`config.mk`:
```
export PLATFORM = sky130hd
export DESIGN_NAME = spi_master_ctrl_flat
export DESIGN_NICKNAME = d
export VERILOG_FILES = /design/src/rtl/spi_pkg.sv /design/src/rtl/spi_master_ctrl_if.sv /design/src/rtl/spi_sclk_gen.sv /design/src/rtl/spi_master_ctrl.sv /design/src/flat_wrapper.sv
export SDC_FILE = /design/constraint.sdc
export NUM_CORES = 1
export LEC_CHECK = 0
export ABC_AREA = 1
export CELL_PAD_IN_SITES_DETAIL_PLACEMENT = 1
export CELL_PAD_IN_SITES_GLOBAL_PLACEMENT = 1
export CORE_MARGIN = 2
export CORE_UTILIZATION = 47
export CTS_BUF_LIST = sky130_fd_sc_hd__clkbuf_8
export DETAILED_ROUTE_END_ITERATION = 7
export MAX_ROUTING_LAYER = met4
export PLACE_DENSITY_LB_ADDON = 0.08
export SLEW_MARGIN = 20
export SYNTH_ARGS = -nofsm -noshare
export SYNTH_HDL_FRONTEND = slang
export SYNTH_SLANG_ARGS = --single-unit
```
`constraint.sdc`:
```
create_clock -name clk -period 2.9 [get_ports clk]
set_input_delay 0.58 -clock clk [delete_from_list [all_inputs] [get_ports clk]]
set_output_delay 0.58 -clock clk [all_outputs]
set_load 0.03 [all_outputs]
```
`src/rtl/spi_pkg.sv`:
```
// Shared command encodings, FSM state type and counter width for the SPI initiator.
package spi_pkg;

    localparam logic [1:0] CMD_WR_ADDR = 2'b00;
    localparam logic [1:0] CMD_WR_DATA = 2'b01;
    localparam logic [1:0] CMD_RD_ADDR = 2'b10;
    localparam logic [1:0] CMD_RD_DATA = 2'b11;

    localparam int unsigned CNT_W = 16;

    typedef enum logic [2:0] {
        IDLE,
        SHIFT_OUT,
        TURN,
        SHIFT_IN,
        HOLD
    } state_t;

endpackage

```
`src/rtl/spi_master_ctrl_if.sv`:
```
// Host handshake plus SPI pin bundle; master modport is the controller's view.
interface spi_master_ctrl_if;

    logic       start;
    logic [1:0] cmd;
    logic [7:0] wdata;
    logic       busy;
    logic       done;
    logic [7:0] rdata;
    logic       rdata_valid;
    logic       SS_n;
    logic       SCLK;
    logic       MOSI;
    logic       MISO;

    modport master (
        input  start, cmd, wdata, MISO,
        output busy, done, rdata, rdata_valid, SS_n, SCLK, MOSI
    );

    modport slave (
        output start, cmd, wdata, MISO,
        input  busy, done, rdata, rdata_valid, SS_n, SCLK, MOSI
    );

endinterface

```
`src/rtl/spi_sclk_gen.sv`:
```
// SCLK divider: toggles SCLK every CLK_DIV enabled cycles, idle low when disabled.
module spi_sclk_gen #(
    parameter int unsigned CLK_DIV = 2
) (
    input  logic clk,
    input  logic rst_n,
    input  logic en,
    output logic sclk,
    output logic rise_stb,
    output logic fall_stb
);

    localparam int unsigned PW = (CLK_DIV > 1) ? $clog2(CLK_DIV) : 1;

    logic [PW-1:0] phase;
    logic          tc;

    // Strobes flag the cycle whose closing edge moves SCLK.
    assign tc       = en && (phase == PW'(CLK_DIV - 1));
    assign rise_stb = tc && !sclk;
    assign fall_stb = tc && sclk;

    always_ff @(posedge clk or negedge rst_n) begin
        if (!rst_n) begin
            phase <= '0;
            sclk  <= 1'b0;
        end else if (!en) begin
            phase <= '0;
            sclk  <= 1'b0;
        end else if (tc) begin
            phase <= '0;
            sclk  <= ~sclk;
        end else begin
            phase <= phase + 1'b1;
        end
    end

endmodule

```
`src/rtl/spi_master_ctrl.sv`:
```
// SPI mode-0 initiator: sends {cmd,wdata} frames and, for read-data, collects a byte from MISO.
module spi_master_ctrl
    import spi_pkg::*;
#(
    parameter int unsigned CLK_DIV    = 2,
    parameter int unsigned TURN_BITS  = 2,
    parameter int unsigned FRAME_BITS = 10,
    parameter int unsigned DATA_BITS  = 8
) (
    input  logic               clk,
    input  logic               rst_n,
    spi_master_ctrl_if.master  bus
);

    state_t                  state, state_nxt;
    logic [FRAME_BITS-1:0]   tx_shift;
    logic [7:0]              rx_shift;
    logic [7:0]              rdata_q;
    logic [1:0]              cmd_q;
    logic [CNT_W-1:0]        cnt;
    logic                    sclk_en, sclk, rise_stb, fall_stb;
    logic                    ss_n, mosi, done, rdata_valid;

    spi_sclk_gen #(.CLK_DIV(CLK_DIV)) u_sclk_gen (
        .clk      (clk),
        .rst_n    (rst_n),
        .en       (sclk_en),
        .sclk     (sclk),
        .rise_stb (rise_stb),
        .fall_stb (fall_stb)
    );

    always_comb begin
        state_nxt   = state;
        sclk_en     = 1'b0;
        ss_n        = 1'b1;
        mosi        = 1'b0;
        done        = 1'b0;
        rdata_valid = 1'b0;
        unique case (state)
            IDLE: begin
                if (bus.start) state_nxt = SHIFT_OUT;
            end
            SHIFT_OUT: begin
                sclk_en = 1'b1;
                ss_n    = 1'b0;
                mosi    = tx_shift[FRAME_BITS-1];
                if (fall_stb && cnt == CNT_W'(FRAME_BITS - 1))
                    state_nxt = (cmd_q == CMD_RD_DATA) ? TURN : HOLD;
            end
            TURN: begin
                sclk_en = 1'b1;
                ss_n    = 1'b0;
                if (fall_stb && cnt == CNT_W'(TURN_BITS - 1)) state_nxt = SHIFT_IN;
            end
            SHIFT_IN: begin
                sclk_en = 1'b1;
                ss_n    = 1'b0;
                if (fall_stb && cnt == CNT_W'(DATA_BITS - 1)) state_nxt = HOLD;
            end
            HOLD: begin
                if (cnt == CNT_W'(2 * CLK_DIV - 1)) begin
                    done        = 1'b1;
                    rdata_valid = (cmd_q == CMD_RD_DATA);
                    state_nxt   = IDLE;
                end
            end
            default: state_nxt = IDLE;
        endcase
    end

    // cnt counts SCLK periods in the shifting states and plain cycles in HOLD.
    always_ff @(posedge clk or negedge rst_n) begin
        if (!rst_n) begin
            state    <= IDLE;
            tx_shift <= '0;
            rx_shift <= '0;
            rdata_q  <= '0;
            cmd_q    <= '0;
            cnt      <= '0;
        end else begin
            state <= state_nxt;
            if (state != state_nxt)
                cnt <= '0;
            else if (state == HOLD || fall_stb)
                cnt <= cnt + 1'b1;

            if (state == IDLE && bus.start) begin
                tx_shift <= FRAME_BITS'({bus.cmd, bus.wdata});
                cmd_q    <= bus.cmd;
            end else if (state == SHIFT_OUT && fall_stb) begin
                tx_shift <= {tx_shift[FRAME_BITS-2:0], 1'b0};
            end

            if (state == SHIFT_IN && rise_stb)
                rx_shift <= {rx_shift[6:0], bus.MISO};

            if (rdata_valid)
                rdata_q <= rx_shift;
        end
    end

    assign bus.busy        = (state != IDLE);
    assign bus.done        = done;
    assign bus.rdata       = rdata_q;
    assign bus.rdata_valid = rdata_valid;
    assign bus.SS_n        = ss_n;
    assign bus.SCLK        = sclk;
    assign bus.MOSI        = mosi;

endmodule

```
`src/flat_wrapper.sv`:
```
// flat-port wrapper written by rule: the top's interface ports become plain ports
module spi_master_ctrl_flat import spi_pkg::*;
#(
    parameter int unsigned CLK_DIV    = 2,
    parameter int unsigned TURN_BITS  = 2,
    parameter int unsigned FRAME_BITS = 10,
    parameter int unsigned DATA_BITS  = 8
)
  (clk, rst_n, bus_start, bus_cmd, bus_wdata, bus_MISO, bus_busy, bus_done, bus_rdata, bus_rdata_valid, bus_SS_n, bus_SCLK, bus_MOSI);
  spi_master_ctrl_if bus_i ();
  input  logic clk;
  input  logic rst_n;
  input wire logic [$bits(bus_i.start)-1:0] bus_start;
  input wire logic [$bits(bus_i.cmd)-1:0] bus_cmd;
  input wire logic [$bits(bus_i.wdata)-1:0] bus_wdata;
  input wire logic [$bits(bus_i.MISO)-1:0] bus_MISO;
  output wire logic [$bits(bus_i.busy)-1:0] bus_busy;
  output wire logic [$bits(bus_i.done)-1:0] bus_done;
  output wire logic [$bits(bus_i.rdata)-1:0] bus_rdata;
  output wire logic [$bits(bus_i.rdata_valid)-1:0] bus_rdata_valid;
  output wire logic [$bits(bus_i.SS_n)-1:0] bus_SS_n;
  output wire logic [$bits(bus_i.SCLK)-1:0] bus_SCLK;
  output wire logic [$bits(bus_i.MOSI)-1:0] bus_MOSI;
  assign bus_i.start = bus_start;
  assign bus_i.cmd = bus_cmd;
  assign bus_i.wdata = bus_wdata;
  assign bus_i.MISO = bus_MISO;
  assign bus_busy = bus_i.busy;
  assign bus_done = bus_i.done;
  assign bus_rdata = bus_i.rdata;
  assign bus_rdata_valid = bus_i.rdata_valid;
  assign bus_SS_n = bus_i.SS_n;
  assign bus_SCLK = bus_i.SCLK;
  assign bus_MOSI = bus_i.MOSI;
  spi_master_ctrl #(.CLK_DIV(CLK_DIV), .TURN_BITS(TURN_BITS), .FRAME_BITS(FRAME_BITS), .DATA_BITS(DATA_BITS)) u_core (.clk(clk), .rst_n(rst_n), .bus(bus_i));
endmodule
```
After elaboration in Yosys (flattened, before gate mapping):

Index checks and enable logic that the tools add are counted.

* $add $sub $neg: 2
* eq/ne operators: 11
* muxes and demuxes: 22
* bitwise operators: 1
* reductions and logical operators: 16

Operators with widths (count)
* $mux W16: 2
* $mux W10: 2
* $mux W3: 6
* $add A16 B1 Y16 const B: 1
* $eq A16 B1 Y1 const B: 1
* $eq A16 B2 Y1 const B: 1
* $eq A16 B3 Y1 const B: 1
* $eq A16 B4 Y1 const B: 1
* $pmux W3 S5: 1
* $mux W1: 11
* $logic_and A1 B1 Y1: 9
* $eq A3 B2 Y1 const B: 2
* $reduce_bool A2 Y1: 2
* $eq A3 B1 Y1 const B: 1
* $eq A3 B3 Y1 const B: 1
* $logic_not A3 Y1: 1
* $ne A3 B3 Y1: 1
* $reduce_bool A3 Y1: 1
* $reduce_or A3 Y1: 1
* $eq A2 B2 Y1 const B: 1
* $ne A2 B1 Y1 const B: 1
* $add A1 B1 Y1 const B: 1
* $logic_not A1 Y1: 1
* $logic_or A1 B1 Y1: 1
* $not A1 Y1: 1

* bits in registers: 49
* input bits: 14
* word-level logic and storage cells: 60

Longest topological paths before layout:

* word-level depth: 10
* gate-level depth with buffers: 13
* mapped depth without buffers: 12

Modules after synthesis:

A second synthesis with hierarchy kept.

* cell total of the unflattened synthesis: 307
* area, all modules: 2597.5 um^2

Modules (own cells, without submodules)
* spi_master_ctrl: instances 1, cells an instance 295, area each 2507.4 um^2, seq. area each 1176.1 um^2
* spi_sclk_gen: instances 1, cells an instance 12, area each 90.1 um^2, seq. area each 50.0 um^2

Worst setup path after synthesis:

OpenSTA, ideal clock, no wires.

* path kind: register -> output
* start: reg u_core.cnt[0]
* end: out bus_rdata_valid
* arrival time: 1599 ps
* path slack: 721 ps
* cell stages (with the launch flop): 8
* buffers on the path: 0
* cell sequence: dfrtp_1 ha_1 inv_1 nor3_2 nand2_2 nor2_2 nand2_1 inv_1

* cells in the longest elaborated chain, start to end: 3

Ends and longest elaborated chain
* start, declared: RTL line spi_master_ctrl.sv:20 `logic [CNT_W-1:0] cnt;`
* start signal, assigned: RTL line spi_master_ctrl.sv:86 `cnt <= cnt + 1'b1;`
* $eq A16 B2 Y1: RTL line spi_master_ctrl.sv:62 `if (cnt == CNT_W'(2 * CLK_DIV - 1)) begin`
* $mux W1: RTL line spi_master_ctrl.sv:62
* $mux W1: RTL line spi_master_ctrl.sv:40 `unique case (state)`
* end, declared: RTL line flat_wrapper.sv:20 `output wire logic [$bits(bus_i.rdata_valid)-1:0] bus_rdata_valid;`

Every way passes these cells.

Worst setup path after layout:

* start: reg u_core.cnt[0]
* end: out bus_done

* cells in the longest elaborated chain, start to end: 3

Ends and longest elaborated chain
* $eq A16 B2 Y1: RTL line spi_master_ctrl.sv:62
* $mux W1: RTL line spi_master_ctrl.sv:62
* $mux W1: RTL line spi_master_ctrl.sv:40
* end, declared: RTL line flat_wrapper.sv:18 `output wire logic [$bits(bus_i.done)-1:0] bus_done;`

Every way passes these cells.

==> results.txt <==
----------------------------------------------------
[Status]
  Status ... finished clean

[Global route]
  Maximum number of pins on one net before global-route repair ... 20
  Number of global-route vias before repair ... roughly 2200
  Final global-route overflow total ... 0
  Wire length of the first global-routing pass ... 10200 um
  Global-route usage over all layers ... 0.226
  Initial antenna violation count ... 0

[Place]
  Sum of net half-perimeters after detailed placement ... 4170 um
  Final weighted congestion in routability-driven placement ... 0.808
  Placed Instances ... 392
  Port bufs ... 27
  Worst slack at placement ... ~0.43 ns

[Timing]
  Post-layout minimum cycle time ... 2.67 ns
  Number of hold-slack violations in the final timing report ... 0
  Final worst hold slack ... 0.175 ns
  Post-route setup TNS ... 0 ns
  Final period utilization ... 0.919
  Setup ws final ... roughly 0.23 ns
  Final setup vio count ... 0
  Setup skew after layout ... 0.00982 ns
  Final count of pins violating max slew ... 0
  Measured slew at the worst slew-check pin ... 0.645 ns
  Relative max-transition margin ... 0.570
  RSZ-0062 raised after global routing ... no
  Maximum operating frequency ... 375 MHz

[Floorplan]
  Die area ... a little under 0.006 mm2
  Vertical extent of the die ... 76.4 um
  Total core area ... 0.00507 mm2
  Die Wd ... between 70 and 80 um
  IO Pins ... 28
  Row count ... 26
  Initial core utilization ... 0.485

[Synthesis]
  Top cells by count, synth ... 67 x nand2_1, 49 x dfrtp_1, 38 x inv_1
  Share of synthesized registers carrying an async set or reset ... 1.00
  Cell type with the highest aggregate area in the netlist ... dfrtp_1
  Synth warnings ... 0
  Post-Synthesis Mean Instance Area ... 8.29 um2
  Most frequent cell after synthesis ... nand2_1
  Leading post-synthesis cells by cell area ... dfrtp_1 50%, nand2_1 10%, inv_1 5.8%
  Post-synth top area share ... 0.498
  Number of distinct library cell variants in the gate-level netlist after synthesis ... 29
  Number of enable flip-flop cells after synthesis ... 0
  Flop and latch count out of synthesis ... just under 50
  Sequential area share after synthesis ... 0.498
  Synth Instances ... 297
  Net count of the mapped netlist ... 313
  Dominant register cell in the synthesized netlist ... dfrtp_1
  Mapped cell area ... ~0.0025 mm2

[CTS]
  Buffers inserted during post-CTS setup optimization ... 0
  H-tree Lvls ... 2
  CTS Root Buffer Type ... clkbuf_8
  Clock tree from TritonCTS ... yes
  Number of buffers added to fix hold violations after cts ... 0
  Worst-case clock buffer depth ... 2
  Sinks on the clock net ... 49
  Total CTS buffers ... 5
  Worst-path clk slew ... ~0.10 ns
  Worst-skew pair later-pin latency ... 0.31 ns

[Finish]
  Area used by sequential logic in the layout ... 0.00123 mm2
  Number of cells in the finished layout apart from fillers ... 400
  Number of fill cells in the layout ... 632
  Fraction of layout cells with a size suffix above 1 ... 0.121
  Footprint of the multi-input gates ... 0.00105 mm2
  Area growth from synthesis to layout ... 19.7%
  Diodes inserted ... 0
  Layout Nets ... around 350

[Critical path]
  Class of the most critical setup path ... reg -> out
  Worst flop-to-flop path startpoint ... u_core.state[0]
  Arrival @ worst endpoint ... between 2 and 2.5 ns
  Sort of element at the end of the critical path ... output port
  Capture instance of the worst register-to-register path ... u_core.tx_shift[8]
  Launch point of the critical path ... u_core.cnt[0]
  Capture point of the critical path ... bus_done
  Worst EP required ... 2.32 ns
  Worst setup SP type ... register
  Worst reg-to-reg path cell count ... 8
  Setup slack of the worst register-to-register path ... 0.95 ns
  Max FO, Critical Path ... 4

[Drt]
  Routed wire length ... 5800 um
  Number of design-rule violations left by the first detailed-router iteration ... 99
  Number of iterations in the first detailed-routing pass ... 4
  Antenna-violating nets left ... 0
  Detailed-route via count ... between 2000 and 2500
  Final routed wire length divided by cell count ... ~15 um
  DR DRC count ... 0
  Vias per inst ... 5.14

[Pwr]
  Areal power density over the cells ... 509 mW/mm2
  Peak VDD IR ... 0.245 mV
  P_leak ... 1.36 nW

[Worst hold path]
  Worst hold path type ... in -> async

[Job]
  Max-cap check violation count ... 0

----------------------------------------------------
final cells by class:
class,instances,area share
clock buffer,5,0.0233
inverter,40,0.0509
sequential,49,0.416
tap,70,0.0297
timing repair buffer,31,0.101
clock inverter,3,0.0233
multi-input combinational,202,0.356
worst min-delay path by stage:
stage,end,depth (start not counted),start,slack [ns]
after floorplan,u_core.bus.rdata[0],0,rst_n,0.28
after global placement,u_core.cmd_q[0],2,u_core.cmd_q[0],0.46
after detailed placement,u_core.bus.rdata[7],2,u_core.rx_shift[7],0.47
after CTS,u_core.bus.rdata[3],1,rst_n,0.18
after global routing,u_core.rx_shift[3],1,rst_n,0.19
final,u_core.bus.rdata[3],1,rst_n,0.17
what timing repair did:
item / CTS / global route
endpoints found under the setup margin: 0 / 1
endpoints found under the hold margin: 0 / 0
resized for setup: 0 / 1
critical path: stages, from the launching register on:
cell,delay (ns)
dfrtp_1,0.42
ha_1,0.18
inv_1,0.06
nor3_2,0.20
nand2_2,0.08
nor2_2,0.11
clkdlybuf4s50_1,0.71
through the flow:
| stage | area, um2 | util | power, mW |
|---|---|---|---|
| final | 2950 | 0.581 | 1.50 |
| after global routing | 2950 | 0.581 | 1.57 |
| after CTS | 2950 | 0.580 | 1.52 |
| after detailed placement | 2810 | 0.553 | 0.919 |
| after global placement | 2810 | 0.553 | 0.911 |
| after floorplan | 2460 | - | 0.847 |
state kept, by name, indices dropped and copies added, names as in the netlist:
name / cells
u_core.u_sclk_gen.sclk: 1
u_core.bus.rdata: 8
u_core.u_sclk_gen.phase: 1
u_core.cmd_q: 2
u_core.state: 3
u_core.tx_shift: 10
u_core.cnt: 16
u_core.rx_shift: 8
per-layer routing:
| layer | vias up | wire length (um) | global-route usage |
|---|---|---|---|
| met5 | - | 0 | - |
| met4 | 0 | 104 | 0.0818 |
| met3 | 10 | 251 | 0.0391 |
| met2 | 37 | 2730 | 0.345 |
| met1 | 1002 | 2710 | 0.304 |
| li1 | 1005 | - | - |
cell usage in the layout, fill, tap and decap left out, types with 2 or more instances in the layout:
cell / count
nand4_1: 6
clkdlybuf4s50_1: 25
dfrtp_1: 49
nor3_1: 3
clkbuf_8: 5
bufinv_16: 2
inv_1: 38
nand3_2: 3
nor2_4: 2
nor2_1: 31
inv_2: 2
o211ai_1: 7
o21ai_1: 8
xnor2_1: 3
nand2_2: 3
xor2_1: 8
ha_1: 2
nor2_2: 14
nand2_1: 67
buf_4: 4
nand3_1: 13
o21ai_0: 25
power by group:
part	switching [mW]	leakage [nW]	internal (mW)	total, mW
combinational	0.110	0.628	0.0616	0.172
clock	0.249	0.0687	0.347	0.596
sequential	0.0178	0.662	0.716	0.734
logic make-up (layout without fill, tap and decap cells):
group                    Yosys count  count (layout)  share of synthesized area
XOR/XNOR                          11              11                     0.0391
AO/OA/AOI/OAI                     44              44                      0.101
buffers and inverters             46              79                     0.0762
AND/OR/NAND/NOR                  145             145                      0.276
adder cells (fa/ha/maj)            2               2                     0.0102
flip-flops                        49              49                      0.498
Power figures use the tool's default switching activity.
